File: src/rtl/lock_pkg.sv
// Shared encodings for the keypad lock and its supervisor.
package lock_pkg;

  typedef enum logic [1:0] {
    ST_IDLE    = 2'd0,
    ST_OPEN    = 2'd1,
    ST_LOCKOUT = 2'd2
  } state_t;

  localparam logic [3:0] KEY_A = 4'b0001;
  localparam logic [3:0] KEY_B = 4'b0010;
  localparam logic [3:0] KEY_C = 4'b0100;
  localparam logic [3:0] KEY_D = 4'b1000;

endpackage

File: src/rtl/load_down_timer.sv
// Loadable down-counter shared by the open, lockout and entry-timeout phases.
module load_down_timer #(
  parameter int TIMER_W = 16
) (
  input  logic               clk,
  input  logic               reset,
  input  logic               load,
  input  logic               dec,
  input  logic [TIMER_W-1:0] load_val,
  output logic [TIMER_W-1:0] count,
  output logic               zero
);

  always_ff @(posedge clk) begin
    if (reset) begin
      count <= '0;
    end else if (load) begin
      count <= load_val;
    end else if (dec && (count != '0)) begin
      count <= count - 1'b1;
    end
  end

  assign zero = (count == '0);

endmodule

File: src/rtl/lock_supervisor.sv
// Supervisor around the 4-key lock: gates keys, owns the lock reset, counts
// failed attempts, enforces lockout, auto-relocks and aborts stalled entries.
//
// state      | meaning
// IDLE       | keys forwarded to the lock, watching for unlock / failure / stall
// OPEN       | door open for OPEN_CYCLES, keys blocked
// LOCKOUT    | keys blocked for LOCKOUT_CYCLES after MAX_FAILS failures
module lock_supervisor
  import lock_pkg::*;
#(
  parameter int MAX_FAILS      = 3,
  parameter int FAIL_W         = 2,
  parameter int OPEN_CYCLES    = 50,
  parameter int LOCKOUT_CYCLES = 200,
  parameter int ENTRY_TIMEOUT  = 100,
  parameter int TIMER_W        = 16
) (
  input  logic              clk,
  input  logic              reset,
  input  logic [3:0]        keys,
  input  logic              unlock_in,
  input  logic [3:0]        progress_in,
  output logic [3:0]        keys_gated,
  output logic              lock_reset,
  output logic              door_open,
  output logic              lockout,
  output logic [FAIL_W-1:0] fail_count,
  output logic [1:0]        state_o
);

  localparam logic [TIMER_W-1:0] OPEN_LD    = TIMER_W'(OPEN_CYCLES - 1);
  localparam logic [TIMER_W-1:0] LOCKOUT_LD = TIMER_W'(LOCKOUT_CYCLES - 1);
  localparam logic [TIMER_W-1:0] ENTRY_LD   = TIMER_W'(ENTRY_TIMEOUT - 1);
  localparam logic [FAIL_W-1:0]  FAIL_MAX   = FAIL_W'(MAX_FAILS);
  localparam logic [FAIL_W-1:0]  FAIL_LAST  = FAIL_W'(MAX_FAILS - 1);

  state_t             state;
  logic [3:0]         prev_progress;
  logic               fail_ev;
  logic               t_load;
  logic               t_dec;
  logic [TIMER_W-1:0] t_val;
  logic [TIMER_W-1:0] t_count;
  logic               t_zero;

  assign keys_gated = ((state == ST_IDLE) && !lock_reset) ? keys : 4'b0000;
  assign state_o    = state;

  // A partial entry collapsing to zero is a failure; our own lock resets are not.
  assign fail_ev = (state == ST_IDLE) && !lock_reset && !unlock_in &&
                   (prev_progress != 4'b0000) && (progress_in == 4'b0000);

  always_comb begin
    t_load = 1'b0;
    t_dec  = 1'b0;
    t_val  = ENTRY_LD;
    case (state)
      ST_IDLE: begin
        if (unlock_in) begin
          t_load = 1'b1;
          t_val  = OPEN_LD;
        end else if (fail_ev && (fail_count == FAIL_LAST)) begin
          t_load = 1'b1;
          t_val  = LOCKOUT_LD;
        end else if (!fail_ev && (progress_in != 4'b0000) && (keys == 4'b0000) && !t_zero) begin
          t_dec = 1'b1;
        end else begin
          t_load = 1'b1;
        end
      end
      ST_OPEN, ST_LOCKOUT: begin
        if (t_zero) t_load = 1'b1;
        else        t_dec  = 1'b1;
      end
      default: t_load = 1'b1;
    endcase
  end

  load_down_timer #(.TIMER_W(TIMER_W)) u_timer (
    .clk      (clk),
    .reset    (reset),
    .load     (t_load),
    .dec      (t_dec),
    .load_val (t_val),
    .count    (t_count),
    .zero     (t_zero)
  );

  always_ff @(posedge clk) begin
    if (reset) begin
      state         <= ST_IDLE;
      fail_count    <= '0;
      prev_progress <= 4'b0000;
      door_open     <= 1'b0;
      lockout       <= 1'b0;
      lock_reset    <= 1'b1;
    end else begin
      lock_reset    <= 1'b0;
      prev_progress <= lock_reset ? 4'b0000 : progress_in;
      case (state)
        ST_IDLE: begin
          if (unlock_in) begin
            state      <= ST_OPEN;
            door_open  <= 1'b1;
            fail_count <= '0;
            lock_reset <= (OPEN_CYCLES == 1);
          end else if (fail_ev && (fail_count == FAIL_LAST)) begin
            state      <= ST_LOCKOUT;
            lockout    <= 1'b1;
            fail_count <= FAIL_MAX;
            lock_reset <= 1'b1;
          end else if (fail_ev) begin
            if (fail_count < FAIL_MAX) fail_count <= fail_count + 1'b1;
          end else if ((progress_in != 4'b0000) && (keys == 4'b0000) && t_zero) begin
            lock_reset <= 1'b1;
          end
        end
        // Relock on the last open cycle so the lock is clear when IDLE resumes.
        ST_OPEN: begin
          if (t_zero) begin
            state     <= ST_IDLE;
            door_open <= 1'b0;
          end else if (t_count == TIMER_W'(1)) begin
            lock_reset <= 1'b1;
          end
        end
        ST_LOCKOUT: begin
          if (t_zero) begin
            state      <= ST_IDLE;
            lockout    <= 1'b0;
            fail_count <= '0;
          end
        end
        default: begin
          state     <= ST_IDLE;
          door_open <= 1'b0;
          lockout   <= 1'b0;
        end
      endcase
    end
  end

endmodule
File: config.mk
export PLATFORM = sky130hd
export DESIGN_NAME = lock_supervisor
export DESIGN_NICKNAME = d
export VERILOG_FILES = /design/src/rtl/lock_pkg.sv /design/src/rtl/load_down_timer.sv /design/src/rtl/lock_supervisor.sv
export SDC_FILE = /design/constraint.sdc
export NUM_CORES = 1
export LEC_CHECK = 0
export ABC_AREA = 1
export CORE_MARGIN = 5
export CORE_UTILIZATION = 40
export DETAILED_ROUTE_END_ITERATION = 10
export PLACE_DENSITY = 0.7
export SETUP_SLACK_MARGIN = 0.2
export SLEW_MARGIN = 0
export SYNTH_ARGS = -nofsm -noshare
export SYNTH_HDL_FRONTEND = slang
export SYNTH_HIERARCHICAL = 1
export SYNTH_SLANG_ARGS = --single-unit
File: constraint.sdc
create_clock -name clk -period 4.6 [get_ports clk]
set_input_delay 0.92 -clock clk [delete_from_list [all_inputs] [get_ports clk]]
set_output_delay 0.92 -clock clk [all_outputs]
set_load 0.1 [all_outputs]
==> Implementation_results.wiki, run 1 <==
{| class="wikitable"
! Metric !! Value
|-
| Run status || complete, no violations
|-
| Main combinational cell family by area after synthesis || simple AND/OR/NAND/NOR gates
|-
| Overall routed net length || roughly 4700 microns
|-
| Post-synthesis cell area || 1960 sq um
|-
| Footprint of the flip-flops and latches || 541 sq um
|-
| Hold bufs inserted after CTS || 0
|-
| Fraction of final layout cells with drive strength greater than 1 || between 10% and 20%
|-
| Max-cap violation count || 0
|-
| Proportion of synthesized chip area in sequential cells || about 28%
|-
| Instance count of the mapped netlist || between 300 and 400
|-
| CTS resizes || 0
|-
| Power share of the sequential group || between 40% and 50%
|-
| Switching power || approximately 0.3 mW
|-
| Setup violations, final || 0
|-
| GR Util met1 || roughly 22%
|-
| Met2 Resource Use GR || between 20% and 30%
|-
| Clock tree from TritonCTS || yes
|-
| Number of filler cells placed in the layout || between 500 and 600
|-
| Synth Area per Inst || between 6 and 7 sq um
|-
| Total die area || 6410 sq um
|-
| Busiest grt layer || met2
|-
| Detailed-route via count || 1,932
|-
| Placement-stage worst setup slack || ~1200 ps
|-
| Synthesized-area fraction occupied by ao, oa, aoi and oai cells || around 7.6%
|-
| Clk network pwr share || a little over a fifth
|-
| Final GP Congestion || around 0.9
|-
| Proportion of synthesized flip-flops having asynchronous set or reset || 0%
|-
| Critical Path RT || just under 5000 ps
|-
| Clock transition at path regs || 110 ps
|-
| Top fanout value on the critical path || 22
|-
| Flip-flop and latch count after synthesis || 27
|-
| Most used flip-flop cell after synthesis || sky130_fd_sc_hd__dfxtp_1
|-
| Effective utilization at floorplan || between 40% and 50%
|-
| Final Hold Vio Count || 0
|-
| Proportion of total power due to net switching || 42.4%
|-
| Drt drc || 0
|-
| Vias in the first global route || around 1,800
|-
| Netlist cell types || 30
|-
| Placed cell count || roughly 420
|-
| Global-route met3 utilization || about 1.3%
|-
| Element type at the critical path end || flip-flop
|-
| Post-route non-filler standard cell count || about 420
|-
| Number of I/O pins || 22
|-
| Wire length of the first global-routing pass || 8200 microns
|-
| Internal Power || about 0.40 mW
|-
| Final sum of negative setup slack || 0 ps
|-
| RSZ-0062 raised after global routing || false
|-
| Slew of the pin with the lowest slew margin || roughly 980 ps
|-
| Number of buffers inserted by post-CTS setup repair || 0
|-
| Number of DRC markers in iteration 0 || between 100 and 150
|-
| Max-slew headroom || 34.4%
|-
| Area fraction in and, or, nand and nor cells after synthesis || between 40% and 50%
|-
| Multi-input gate area in the final layout || between 1000 and 1500 sq um
|-
| Overall fraction of global-route tracks in use || around 16%
|-
| Clock latency at the later pin of the worst-skew pair || between 200 and 300 ps
|-
| Number of buffers added by the clock tree synthesis step || 3
|-
| Part of the cycle the worst path needs || about 70%
|-
| Final setup slack of the worst path || ~1400 ps
|-
| CTS Buffer Depth || 2
|-
| Area inside the core boundary || 4750 sq um
|-
| Maximum number of pins on one net before global-route repair || 23
|-
| Number of input and output port buffers inserted || 21
|-
| Number of synthesized flops with an enable pin || 0
|-
| Via density per instance || about 4.6
|-
| Post-synthesis to final-layout area growth || 16.6%
|-
| CP Class || flip-flop to flip-flop
|-
| Half-perimeter wire length after placement || 3710 microns
|-
| Number of core rows || 25
|-
| Fin Clk Skew || 11.2 ps
|-
| Layout Nets || 374
|-
| Tightest Hold Check Type || flip-flop to flip-flop
|-
| Power density of the placed cells || slightly above 300 nW/um^2
|-
| Time the final worst path needs with I/O delays and setup || between 3000 and 4000 ps
|-
| Share of the synthesized netlist area taken by xor and xnor gates || less than 1%
|-
| Overflow after GRT || 0
|-
| Clock Root Buffer || sky130_fd_sc_hd__clkbuf_8
|-
| Fraction of power consumed by combinational cells || between 30% and 40%
|-
| Portion of netlist area occupied by mux cells || 0%
|-
| Number of antenna violations at the first check in global routing || 0
|-
| Max rail drop VDD || ~0.14 mV
|-
| TritonCTS sink count || 27
|-
| Number of detailed-route iterations in the first pass || 4
|-
| Residual antenna-violating net count after detailed routing || 0
|-
| Static leakage power || roughly 1.1 nW
|-
| Die Span X || about 80 microns
|-
| WP data arrival || roughly 3400 ps
|-
| Final count of pins violating max slew || 0
|-
| Startpoint types || flip-flop
|-
| H-Tree Level Count || 1
|-
| Vertical die dimension || about 80 microns
|-
| Final routed wire length divided by cell count || 11.1 microns
|-
| Adder and majority gate portion of the synthesized area || under 10%
|-
| Maximum clock rate || between 300 and 400 MHz
|-
| Antenna diode instance count || 0
|-
| Count of synthesis-stage warnings from yosys || 6
|}
[critical path, cell delays in order, from the launching register on]
cell and delay, ps:
sky130_fd_sc_hd__dfxtp_1 340, sky130_fd_sc_hd__inv_1 100, sky130_fd_sc_hd__ha_1 220, sky130_fd_sc_hd__inv_1 50
sky130_fd_sc_hd__nor2_1 120, sky130_fd_sc_hd__nand3_1 140, sky130_fd_sc_hd__nor2_1 150, sky130_fd_sc_hd__nand2_1 80
sky130_fd_sc_hd__nor4_1 540, sky130_fd_sc_hd__nor2_1 120, sky130_fd_sc_hd__nand3_1 110, sky130_fd_sc_hd__nand2_1 50
sky130_fd_sc_hd__nand2_1 180, sky130_fd_sc_hd__inv_1 320, sky130_fd_sc_hd__nand3_2 320, sky130_fd_sc_hd__inv_2 70
sky130_fd_sc_hd__nand2_1 70, sky130_fd_sc_hd__nand2_1 50, sky130_fd_sc_hd__nor2_1 80
[layout by cell type, fill, tap and decap left out, types with 2 or more instances in the layout]
cell                              netlist  layout
sky130_fd_sc_hd__nor2_2                 5       5
sky130_fd_sc_hd__nand3_2                2       2
sky130_fd_sc_hd__nand2_4                2       2
sky130_fd_sc_hd__nand2_1               76      76
sky130_fd_sc_hd__or2_2                  2       2
sky130_fd_sc_hd__clkdlybuf4s50_1        0      17
sky130_fd_sc_hd__nor4_1                 2       2
sky130_fd_sc_hd__inv_1                 35      35
sky130_fd_sc_hd__buf_4                  0       4
sky130_fd_sc_hd__nor2_4                 3       3
sky130_fd_sc_hd__o21ai_1                2       2
sky130_fd_sc_hd__nand4_1                5       5
sky130_fd_sc_hd__nand3_1               16      16
sky130_fd_sc_hd__ha_1                   7       7
sky130_fd_sc_hd__nor2_1                92      92
sky130_fd_sc_hd__nand2_2                6       6
sky130_fd_sc_hd__o21ai_0               13      13
sky130_fd_sc_hd__dfxtp_1               27      27
sky130_fd_sc_hd__nand3_4                2       2
sky130_fd_sc_hd__a21oi_1               11      11
sky130_fd_sc_hd__conb_1                 2      10
sky130_fd_sc_hd__clkbuf_8               0       3
sky130_fd_sc_hd__inv_2                  5       5
[flip-flops by register name (all words and copies together), names as in the netlist]
signal	flops
lock_reset	1
door_open	1
prev_progress	4
fail_count	2
state_o	2
u_timer/count	16
lockout	1
[per-stage QoR]
| stage | power (mW) | cell area [sq um] | hold slack, ps | util (%) |
|---|---|---|---|---|
| floorplan | 0.491 | 1990 | 484 | - |
| global placement | 0.549 | 2240 | 474 | 47.1 |
| detailed placement | 0.550 | 2240 | 467 | 47.1 |
| CTS | 0.700 | 2290 | 499 | 48.2 |
| global route | 0.745 | 2290 | 542 | 48.2 |
| finish | 0.693 | 2290 | 492 | 48.2 |
[Yosys cell counts (2+ instances only)]
| cell type | count | area (sq um) |
|---|---|---|
| sky130_fd_sc_hd__nor2_1 | 92 | 345 |
| sky130_fd_sc_hd__nand2_1 | 76 | 285 |
| sky130_fd_sc_hd__inv_1 | 35 | 131 |
| sky130_fd_sc_hd__dfxtp_1 | 27 | 541 |
| sky130_fd_sc_hd__nand3_1 | 16 | 80.1 |
| sky130_fd_sc_hd__o21ai_0 | 13 | 65.1 |
| sky130_fd_sc_hd__a21oi_1 | 11 | 55.1 |
| sky130_fd_sc_hd__ha_1 | 7 | 87.6 |
| sky130_fd_sc_hd__nand2_2 | 6 | 37.5 |
| sky130_fd_sc_hd__inv_2 | 5 | 18.8 |
| sky130_fd_sc_hd__nand4_1 | 5 | 31.3 |
| sky130_fd_sc_hd__nor2_2 | 5 | 31.3 |
| sky130_fd_sc_hd__nor2_4 | 3 | 33.8 |
| sky130_fd_sc_hd__buf_2 | 2 | 10.0 |
| sky130_fd_sc_hd__buf_6 | 2 | 22.5 |
| sky130_fd_sc_hd__conb_1 | 2 | 7.51 |
| sky130_fd_sc_hd__nand2_4 | 2 | 22.5 |
| sky130_fd_sc_hd__nand3_2 | 2 | 20.0 |
| sky130_fd_sc_hd__nand3_4 | 2 | 35.0 |
| sky130_fd_sc_hd__nor4_1 | 2 | 12.5 |
| sky130_fd_sc_hd__o21ai_1 | 2 | 10.0 |
| sky130_fd_sc_hd__or2_2 | 2 | 12.5 |
[final cells by class]
cell class	instances	share of cell area (%)
flip-flops and latches	27	23.6
inverters	40	6.56
multi-input cells	263	55.3
clock buffers	3	1.80
well taps	67	3.66
clock inverters	1	0.328
repair buffers	21	8.74
[cell families (layout without fill, tap and decap cells)]
kind of cell / count (synthesis) / in the layout
AOI/OAI and AO/OA: 28 / 28
xor gates and xnor gates: 2 / 2
buffers and inverters: 45 / 65
and+or+nand+nor: 216 / 216
other: 2 / 10
DFF: 27 / 27
adders and majority gates: 7 / 7
[final timing paths]
kind	cells after the start	to	start	slack [ps]
max reg2reg	18	u_timer/count[11]	u_timer/count[0]	1410
min reg2reg	2	lockout	lockout	490
min	2	lockout	lockout	490
max	18	u_timer/count[11]	u_timer/count[0]	1410
[metal layers]
metal  share of wire (%)  routed length (microns)  up-vias
met5                   0                        0        -
met2                  45                     2100       33
met4                 2.1                       97        0
li1                    -                        -     1059
met1                  50                     2350      833
met3                 2.9                      134        7
[power by group through the flow]
stage                     Clock (mW)  Combinational (mW)  Sequential [mW]
after floorplan                    0               0.184            0.307
after global placement             0               0.262            0.286
after detailed placement           0               0.263            0.286
after CTS                      0.155               0.264            0.281
after global routing           0.162               0.298            0.285
final                          0.148               0.264            0.281
Note: power is estimated with default switching activity, not from simulation.
==> run 2: changes to the inputs <==
- PLACE_DENSITY: 0.7 -> 0.72
- clock period: 4.6 -> 2.6 ns (I/O delays scaled with it)
==> Implementation_results.wiki, run 2 (synthesized netlist as in run 1, its figures left out) <==
{| class="wikitable"
! Metric !! Value
|-
| Critical hold path startpoint || lockout
|-
| Critical path cell sequence || inv_2 -> ha_4 -> inv_2 -> nor2_4 -> nand3_4 -> nor2_4 -> nand2_2 -> nor4_4 -> buf_4 -> a21oi_2 -> nand2_2 -> inv_8 -> nand3_4 -> buf_6 -> o21ai_2 -> nor2_1
|-
| Total die area || 6410 sq um (unchanged)
|-
| Number of DRC markers in iteration 0 || 149 (+6.4%)
|-
| Overall fraction of global-route tracks in use || 16.5% (+0.39 points)
|-
| Internal Power || 0.785 mW (+96%)
|-
| Clock Root Buffer || sky130_fd_sc_hd__clkbuf_8
|-
| Clock tree from TritonCTS || yes
|-
| Registers with the most flip-flops || u_timer/count: 16 flops, prev_progress: 4 flops
|-
| Startpoint types || flip-flop
|-
| Element type at the critical path end || flip-flop
|-
| H-Tree Level Count || 1 (unchanged)
|-
| Hold endpoint || lockout
|-
| Run status || complete, no violations
|-
| Drt drc || 0 (unchanged)
|-
| WP data arrival || 2540 ps (-880 ps)
|-
| Cell Area, Placed || 2400 sq um (+7.3%)
|-
| Register-to-register setup slack || 280 ps (-1130 ps)
|-
| Maximum number of pins on one net before global-route repair || 16 (-30%)
|-
| Hold bufs inserted after CTS || 0 (unchanged)
|-
| Setup violations, final || 0 (unchanged)
|-
| Hold path cells || 2 (unchanged)
|-
| Cell class contributing the biggest share of worst-path delay || simple AND/OR/NAND/NOR gates
|-
| WP buf/inv || 5 (+1)
|-
| Most used cells in the layout excluding fill and tap cells || 78 x sky130_fd_sc_hd__nor2_1, 72 x sky130_fd_sc_hd__nand2_1, 30 x sky130_fd_sc_hd__inv_1, 25 x sky130_fd_sc_hd__buf_4, 23 x sky130_fd_sc_hd__dfxtp_1
|-
| Number of detailed-route iterations in the first pass || 4 (unchanged)
|-
| Proportion of total power due to net switching || 42.0% (-0.35 points)
|-
| Multi-input gate area in the final layout || 1410 sq um (+11%)
|-
| Most frequent standard cell in the layout excluding fill and tap cells || sky130_fd_sc_hd__nor2_1
|-
| Clock latency at the later pin of the worst-skew pair || 280 ps (about the same)
|-
| Final count of pins violating max slew || 0 (unchanged)
|-
| Number of filler cells placed in the layout || 464 (-11%)
|-
| Footprint of the flip-flops and latches || 546 sq um (+0.93%)
|-
| Part of the cycle the worst path needs || 89.4% (+20 points)
|-
| Area inside the core boundary || 4750 sq um (unchanged)
|-
| CTS Buffer Depth || 2 (unchanged)
|-
| Final routed wire length divided by cell count || 11.8 microns (+6.6%)
|-
| Max-cap violation count || 0 (unchanged)
|-
| Fraction of power consumed by combinational cells || 44.9% (+6.8 points)
|-
| Vertical die dimension || 80.1 microns (unchanged)
|-
| Placed cell count || 428 (+2.4%)
|-
| Switching power || 0.569 mW (+94%)
|-
| Power share of the sequential group || 36.8% (-3.8 points)
|-
| Fin Clk Skew || 8.64 ps (-2.60 ps)
|-
| Die Span X || 80.1 microns (unchanged)
|-
| Final GP Congestion || 0.931 (+5.4%)
|-
| Critical Path RT || 2810 ps (-2020 ps)
|-
| Number of buffers added by the clock tree synthesis step || 3 (unchanged)
|-
| Fraction of final layout cells with drive strength greater than 1 || 27.7% (+17 points)
|-
| Time the final worst path needs with I/O delays and setup || 2320 ps (-870 ps)
|-
| Maximum clock rate || 430 MHz (+37%)
|-
| Effective utilization at floorplan || 41.3% (unchanged)
|-
| Vias in the first global route || 1,945 (+6.0%)
|-
| Layout Nets || 398 (+6.4%)
|-
| Post-route non-filler standard cell count || 446 (+5.7%)
|-
| Clk network pwr share || 18.2% (-3.1 points)
|-
| Number of I/O pins || 22 (unchanged)
|-
| Residual antenna-violating net count after detailed routing || 0 (unchanged)
|-
| Post-synthesis to final-layout area growth || 37.4%
|-
| Number of core rows || 25 (unchanged)
|-
| Via density per instance || 4.81 (+5.1%)
|-
| Detailed-route via count || 2,147 (+11%)
|-
| Crit path max-delay cell type || sky130_fd_sc_hd__nor4_4
|-
| Wire length of the first global-routing pass || 8460 microns (+3.1%)
|-
| Register ranked first by flip-flop count || u_timer/count
|-
| Overall routed net length || 5270 microns (+13%)
|-
| Half-perimeter wire length after placement || 3810 microns (+2.7%)
|-
| Power density of the placed cells || 502 nW/um^2 (+66%)
|-
| Max rail drop VDD || 0.287 mV (+100%)
|-
| Number of input and output port buffers inserted || 21 (unchanged)
|-
| Tightest Hold Check Type || flip-flop to flip-flop
|-
| Final instance area || 2700 sq um (+18%)
|-
| R2r endpoint || u_timer/count[2]
|-
| Flip-flop count of the largest register, all copies and words added || 16 (unchanged)
|-
| Worst reg2reg path startpoint || u_timer/count[0]
|-
| CP Class || flip-flop to flip-flop
|-
| Placement-stage worst setup slack || 62.4 ps (-1110 ps)
|-
| RSZ-0062 raised after global routing || true
|-
| Number of antenna violations at the first check in global routing || 0 (unchanged)
|-
| Final setup slack of the worst path || 276 ps (-1130 ps)
|-
| TritonCTS sink count || 27 (unchanged)
|-
| Slowest stage delay, CP || 350 ps (-190 ps)
|-
| Final Hold Vio Count || 0 (unchanged)
|-
| Final sum of negative setup slack || 0 ps (unchanged)
|-
| Overflow after GRT || 0 (unchanged)
|-
| Static leakage power || 1.29 nW (+15%)
|-
| Top fanout value on the critical path || 7 (-68%)
|-
| Clock transition at path regs || 100 ps (about the same)
|-
| Antenna diode instance count || 0 (unchanged)
|-
| Worst Reg2Reg Path Length in Cells || 16 (-2)
|}
==> run 2: cell count changes in the layout (fill, tap and decap cells not counted), moves of 5 or more <==
cell and change:
sky130_fd_sc_hd__buf_12 +5, sky130_fd_sc_hd__buf_4 +21, sky130_fd_sc_hd__clkdlybuf4s50_1 -7, sky130_fd_sc_hd__inv_1 -5, sky130_fd_sc_hd__nor2_1 -14, sky130_fd_sc_hd__nor2_2 +11, sky130_fd_sc_hd__o21ai_0 -6
==> run 2: power groups by stage <==
stage	registers, mW	logic, mW	clock network (mW)
after CTS	0.497	0.530	0.254
after global placement	0.506	0.516	0
after detailed placement	0.507	0.519	0
after floorplan	0.547	0.337	0
after global routing	0.506	0.664	0.277
final	0.498	0.608	0.247
==> run 2: final cells by class <==
cell class / instances / share of cell area, %
Clock buffer: 3 / 1.53
Clock inverter: 1 / 0.186
Inverter: 40 / 5.84
Multi-Input combinational cell: 263 / 52.3
Sequential cell: 27 / 20.2
Tap cell: 67 / 3.11
Timing Repair Buffer: 44 / 16.6
Timing Repair inverter: 1 / 0.232
==> run 2: worst max path at each step <==
stage	end	from	cells after the start	slack, ps
after floorplan	u_timer/count[13]	u_timer/count[1]	17	220
after global placement	u_timer/count[2]	keys[2]	7	70
after detailed placement	u_timer/count[8]	keys[2]	7	60
after CTS	u_timer/count[0]	u_timer/count[0]	16	200
after global routing	u_timer/count[12]	u_timer/count[1]	17	120
final	u_timer/count[2]	u_timer/count[0]	16	280
==> run 2: timing repair <==
action                                  4_1_cts  5_1_grt
cloned                                        0        2
endpoints found under the setup margin       16       19
buffers inserted                              3        9
pin swaps                                     1       16
resized for setup                             3       44
==> run 2: per-layer routing <==
metal / vias to the layer above / part of all wire, % / global-route usage, %
li1: 1112 / - / -
met1: 980 / 45 / 21.4
met2: 49 / 48 / 27.4
met3: 6 / 4.8 / 2.80
met4: 0 / 1.4 / 5.74
met5: - / 0 / 0
==> run 2: tightest hold or removal path: cells and delay by family, from the launching register on <==
kind | cells | cell delay (ps)
DFF | 1 | 340
and+or+nand+nor | 1 | 80
AOI/OAI and AO/OA | 1 | 40
==> run 2: per-stage QoR <==
step / utilization (%) / hold slack [ps] / total power [mW]
6_report: 56.7 / 497 / 1.35
5_1_grt: 56.7 / 536 / 1.45
4_1_cts: 52.4 / 499 / 1.28
3_5_place_dp: 50.6 / 474 / 1.03
3_3_place_gp: 50.6 / 483 / 1.02
2_1_floorplan: - / 501 / 0.883
==> run 3: changes to the inputs <==
- CORE_ASPECT_RATIO: unset -> 0.9
- RECOVER_POWER: unset -> 25
==> Implementation_results.wiki, run 3 (synthesized netlist as in run 1, its figures left out) <==
{| class="wikitable"
! Metric !! Value
|-
| Max-cap violation count || 0 (unchanged)
|-
| Clock tree from TritonCTS || yes
|-
| Overall routed net length || 5010 microns (-5.0%)
|-
| Run status || complete, no violations
|-
| H-Tree Level Count || 1 (unchanged)
|-
| Final count of pins violating max slew || 0 (unchanged)
|-
| Critical Path RT || 2790 ps (-20 ps)
|-
| Number of filler cells placed in the layout || 480 (+3.4%)
|-
| Antenna diode instance count || 0 (unchanged)
|-
| Half-perimeter wire length after placement || 3930 microns (+3.1%)
|-
| Residual antenna-violating net count after detailed routing || 0 (unchanged)
|-
| Setup violations, final || 0 (unchanged)
|-
| Startpoint types || flip-flop
|-
| Most used cells in the layout excluding fill and tap cells || 83 x sky130_fd_sc_hd__nor2_1, 74 x sky130_fd_sc_hd__nand2_1, 30 x sky130_fd_sc_hd__inv_1, 24 x sky130_fd_sc_hd__dfxtp_1, 18 x sky130_fd_sc_hd__buf_4
|-
| Multi-input gate area in the final layout || 1370 sq um (-3.1%)
|-
| Number of buffers added by the clock tree synthesis step || 3 (unchanged)
|-
| Vias in the first global route || 1,825 (-6.2%)
|-
| Routed met3 length || 200 microns (-22%)
|-
| Registers with the most flip-flops || u_timer/count: 16 flops, prev_progress: 4 flops
|-
| Post-synthesis to final-layout area growth || 31.0%
|-
| Fin Clk Skew || 8.38 ps (-0.259 ps)
|-
| Fraction of final layout cells with drive strength greater than 1 || 21.8% (-5.9 points)
|-
| Overflow after GRT || 0 (unchanged)
|-
| Max rail drop VDD || 0.240 mV (-16%)
|-
| Hold bufs inserted after CTS || 0 (unchanged)
|-
| CP Class || flip-flop to flip-flop
|-
| Fraction of power consumed by combinational cells || 43.4% (-1.5 points)
|-
| Wire length of the first global-routing pass || 8250 microns (-2.5%)
|-
| Time the final worst path needs with I/O delays and setup || 2260 ps (-67.9 ps)
|-
| Tightest Hold Check Type || flip-flop to flip-flop
|-
| Register ranked first by flip-flop count || u_timer/count
|-
| Final routed wire length divided by cell count || 11.4 microns (-3.9%)
|-
| Smallest hold slack || 487 ps (-10.7 ps)
|-
| Area inside the core boundary || 4800 sq um (+1.1%)
|-
| Number of antenna violations at the first check in global routing || 0 (unchanged)
|-
| Static leakage power || 1.23 nW (-4.4%)
|-
| CTS Buffer Depth || 2 (unchanged)
|-
| Part of the cycle the worst path needs || 86.8% (-2.6 points)
|-
| Power share of the sequential group || 37.6% (+0.8 points)
|-
| Drt drc || 0 (unchanged)
|-
| Slew of the pin with the lowest slew margin || roughly 1200 ps
|-
| Final sum of negative setup slack || 0 ps (unchanged)
|-
| Top fanout value on the critical path || 6 (-1)
|-
| Via density per instance || 4.81 (about the same)
|-
| RSZ-0062 raised after global routing || false
|-
| Maximum clock rate || 443 MHz (+3.0%)
|-
| Wire length on met2 || 2210 microns (-13%)
|-
| Maximum number of pins on one net before global-route repair || 16 (unchanged)
|-
| Detailed-route via count || 2,121 (-1.2%)
|-
| Layout Nets || 395 (-0.75%)
|-
| WP data arrival || 2440 ps (-100 ps)
|-
| Total die area || 6410 sq um (about the same)
|-
| Die Span X || 83.8 microns (+4.7%)
|-
| TritonCTS sink count || 27 (unchanged)
|-
| Number of core rows || 24 (-4.0%)
|-
| Power density of the placed cells || 517 nW/um^2 (+3.0%)
|-
| Flip-flop count of the largest register, all copies and words added || 16 (unchanged)
|-
| Number of I/O pins || 22 (unchanged)
|-
| Max-slew headroom || between 20% and 30%
|-
| Clock transition at path regs || 100 ps (about the same)
|-
| Number of detailed-route iterations in the first pass || 4 (unchanged)
|-
| Final GP Congestion || 0.923 (-0.80%)
|-
| Number of input and output port buffers inserted || 21 (unchanged)
|-
| Proportion of total power due to net switching || 42.4% (+0.35 points)
|-
| Total routed wire length on the met1 layer || 2530 microns (+5.7%)
|-
| Clk network pwr share || 19.0% (+0.8 points)
|-
| Vertical die dimension || 76.5 microns (-4.5%)
|-
| Switching power || 0.563 mW (-0.92%)
|-
| Top Layer Used || met4
|-
| Final Hold Vio Count || 0 (unchanged)
|-
| Internal Power || 0.766 mW (-2.3%)
|-
| Clock latency at the later pin of the worst-skew pair || 280 ps (about the same)
|-
| Footprint of the flip-flops and latches || 544 sq um (-0.23%)
|-
| Element type at the critical path end || flip-flop
|-
| Most frequent standard cell in the layout excluding fill and tap cells || sky130_fd_sc_hd__nor2_1
|-
| Number of DRC markers in iteration 0 || 188 (+26%)
|-
| Overall fraction of global-route tracks in use || 15.3% (-1.2 points)
|-
| Clock Root Buffer || sky130_fd_sc_hd__clkbuf_8
|-
| Effective utilization at floorplan || 40.9% (-0.43 points)
|}
## run 3: final cells by class
type,count,share of cell area (%)
Clock buffer,3,1.61
Clock inverter,1,0.195
Inverter,40,6.03
Multi-Input combinational cell,263,53.2
Sequential cell,27,21.2
Tap cell,65,3.16
Timing Repair Buffer,41,14.5
Timing Repair inverter,1,0.195
## run 3: power groups by stage
| stage | clock [mW] | sequential [mW] | combinational, mW |
|---|---|---|---|
| finish | 0.253 | 0.500 | 0.577 |
| global route | 0.271 | 0.508 | 0.634 |
| CTS | 0.252 | 0.498 | 0.536 |
| detailed placement | 0 | 0.508 | 0.531 |
| global placement | 0 | 0.507 | 0.525 |
| floorplan | 0 | 0.547 | 0.337 |
## run 3: final timing paths
check             slack [ps]  cells past startpoint              from                 to
setup / recovery         340                     16  u_timer/count[1]  u_timer/count[14]
hold / removal           490                      2           lockout            lockout
setup reg to reg         340                     16  u_timer/count[1]  u_timer/count[14]
hold reg to reg          490                      2           lockout            lockout
## run 3: per-stage QoR
stage               worst slack, ps  power (mW)  cell area (sq um)  utilization [%]  cells
floorplan                       223       0.883               2040                -    335
global placement               88.4        1.03               2420             50.4    429
detailed placement             44.7        1.04               2420             50.4    429
CTS                             228        1.29               2480             51.7    435
global route                    168        1.41               2570             53.5    441
finish                          344        1.33               2570             53.5    441
## run 3: worst max-delay path, stage by stage, from the launching register on
cell                       delay (ps)
sky130_fd_sc_hd__dfxtp_2          340
sky130_fd_sc_hd__inv_2             80
sky130_fd_sc_hd__ha_4             140
sky130_fd_sc_hd__inv_2             40
sky130_fd_sc_hd__nor2_4           110
sky130_fd_sc_hd__nand3_4           90
sky130_fd_sc_hd__nor2_4           100
sky130_fd_sc_hd__nand2_2           70
sky130_fd_sc_hd__nor4_4           300
sky130_fd_sc_hd__nor2_2            70
sky130_fd_sc_hd__nand3_1           90
sky130_fd_sc_hd__nand2_1           60
sky130_fd_sc_hd__nand2_2          140
sky130_fd_sc_hd__clkinv_4         100
sky130_fd_sc_hd__or2_2            280
sky130_fd_sc_hd__nand2_1           80
sky130_fd_sc_hd__a21oi_1           70
## run 3: layer usage
layer  up-vias  global-route usage (%)
met1       965                    22.2
met4         0                    4.34
met5         -                       0
met3         6                    1.41
met2        49                    23.9
li1       1101                       -
## run 3: timing repair
action,CTS,global route
resized for setup,0,24
pin swaps,1,10
cloned,0,1
setup buffers,2,5
endpoints found under the setup margin,16,19
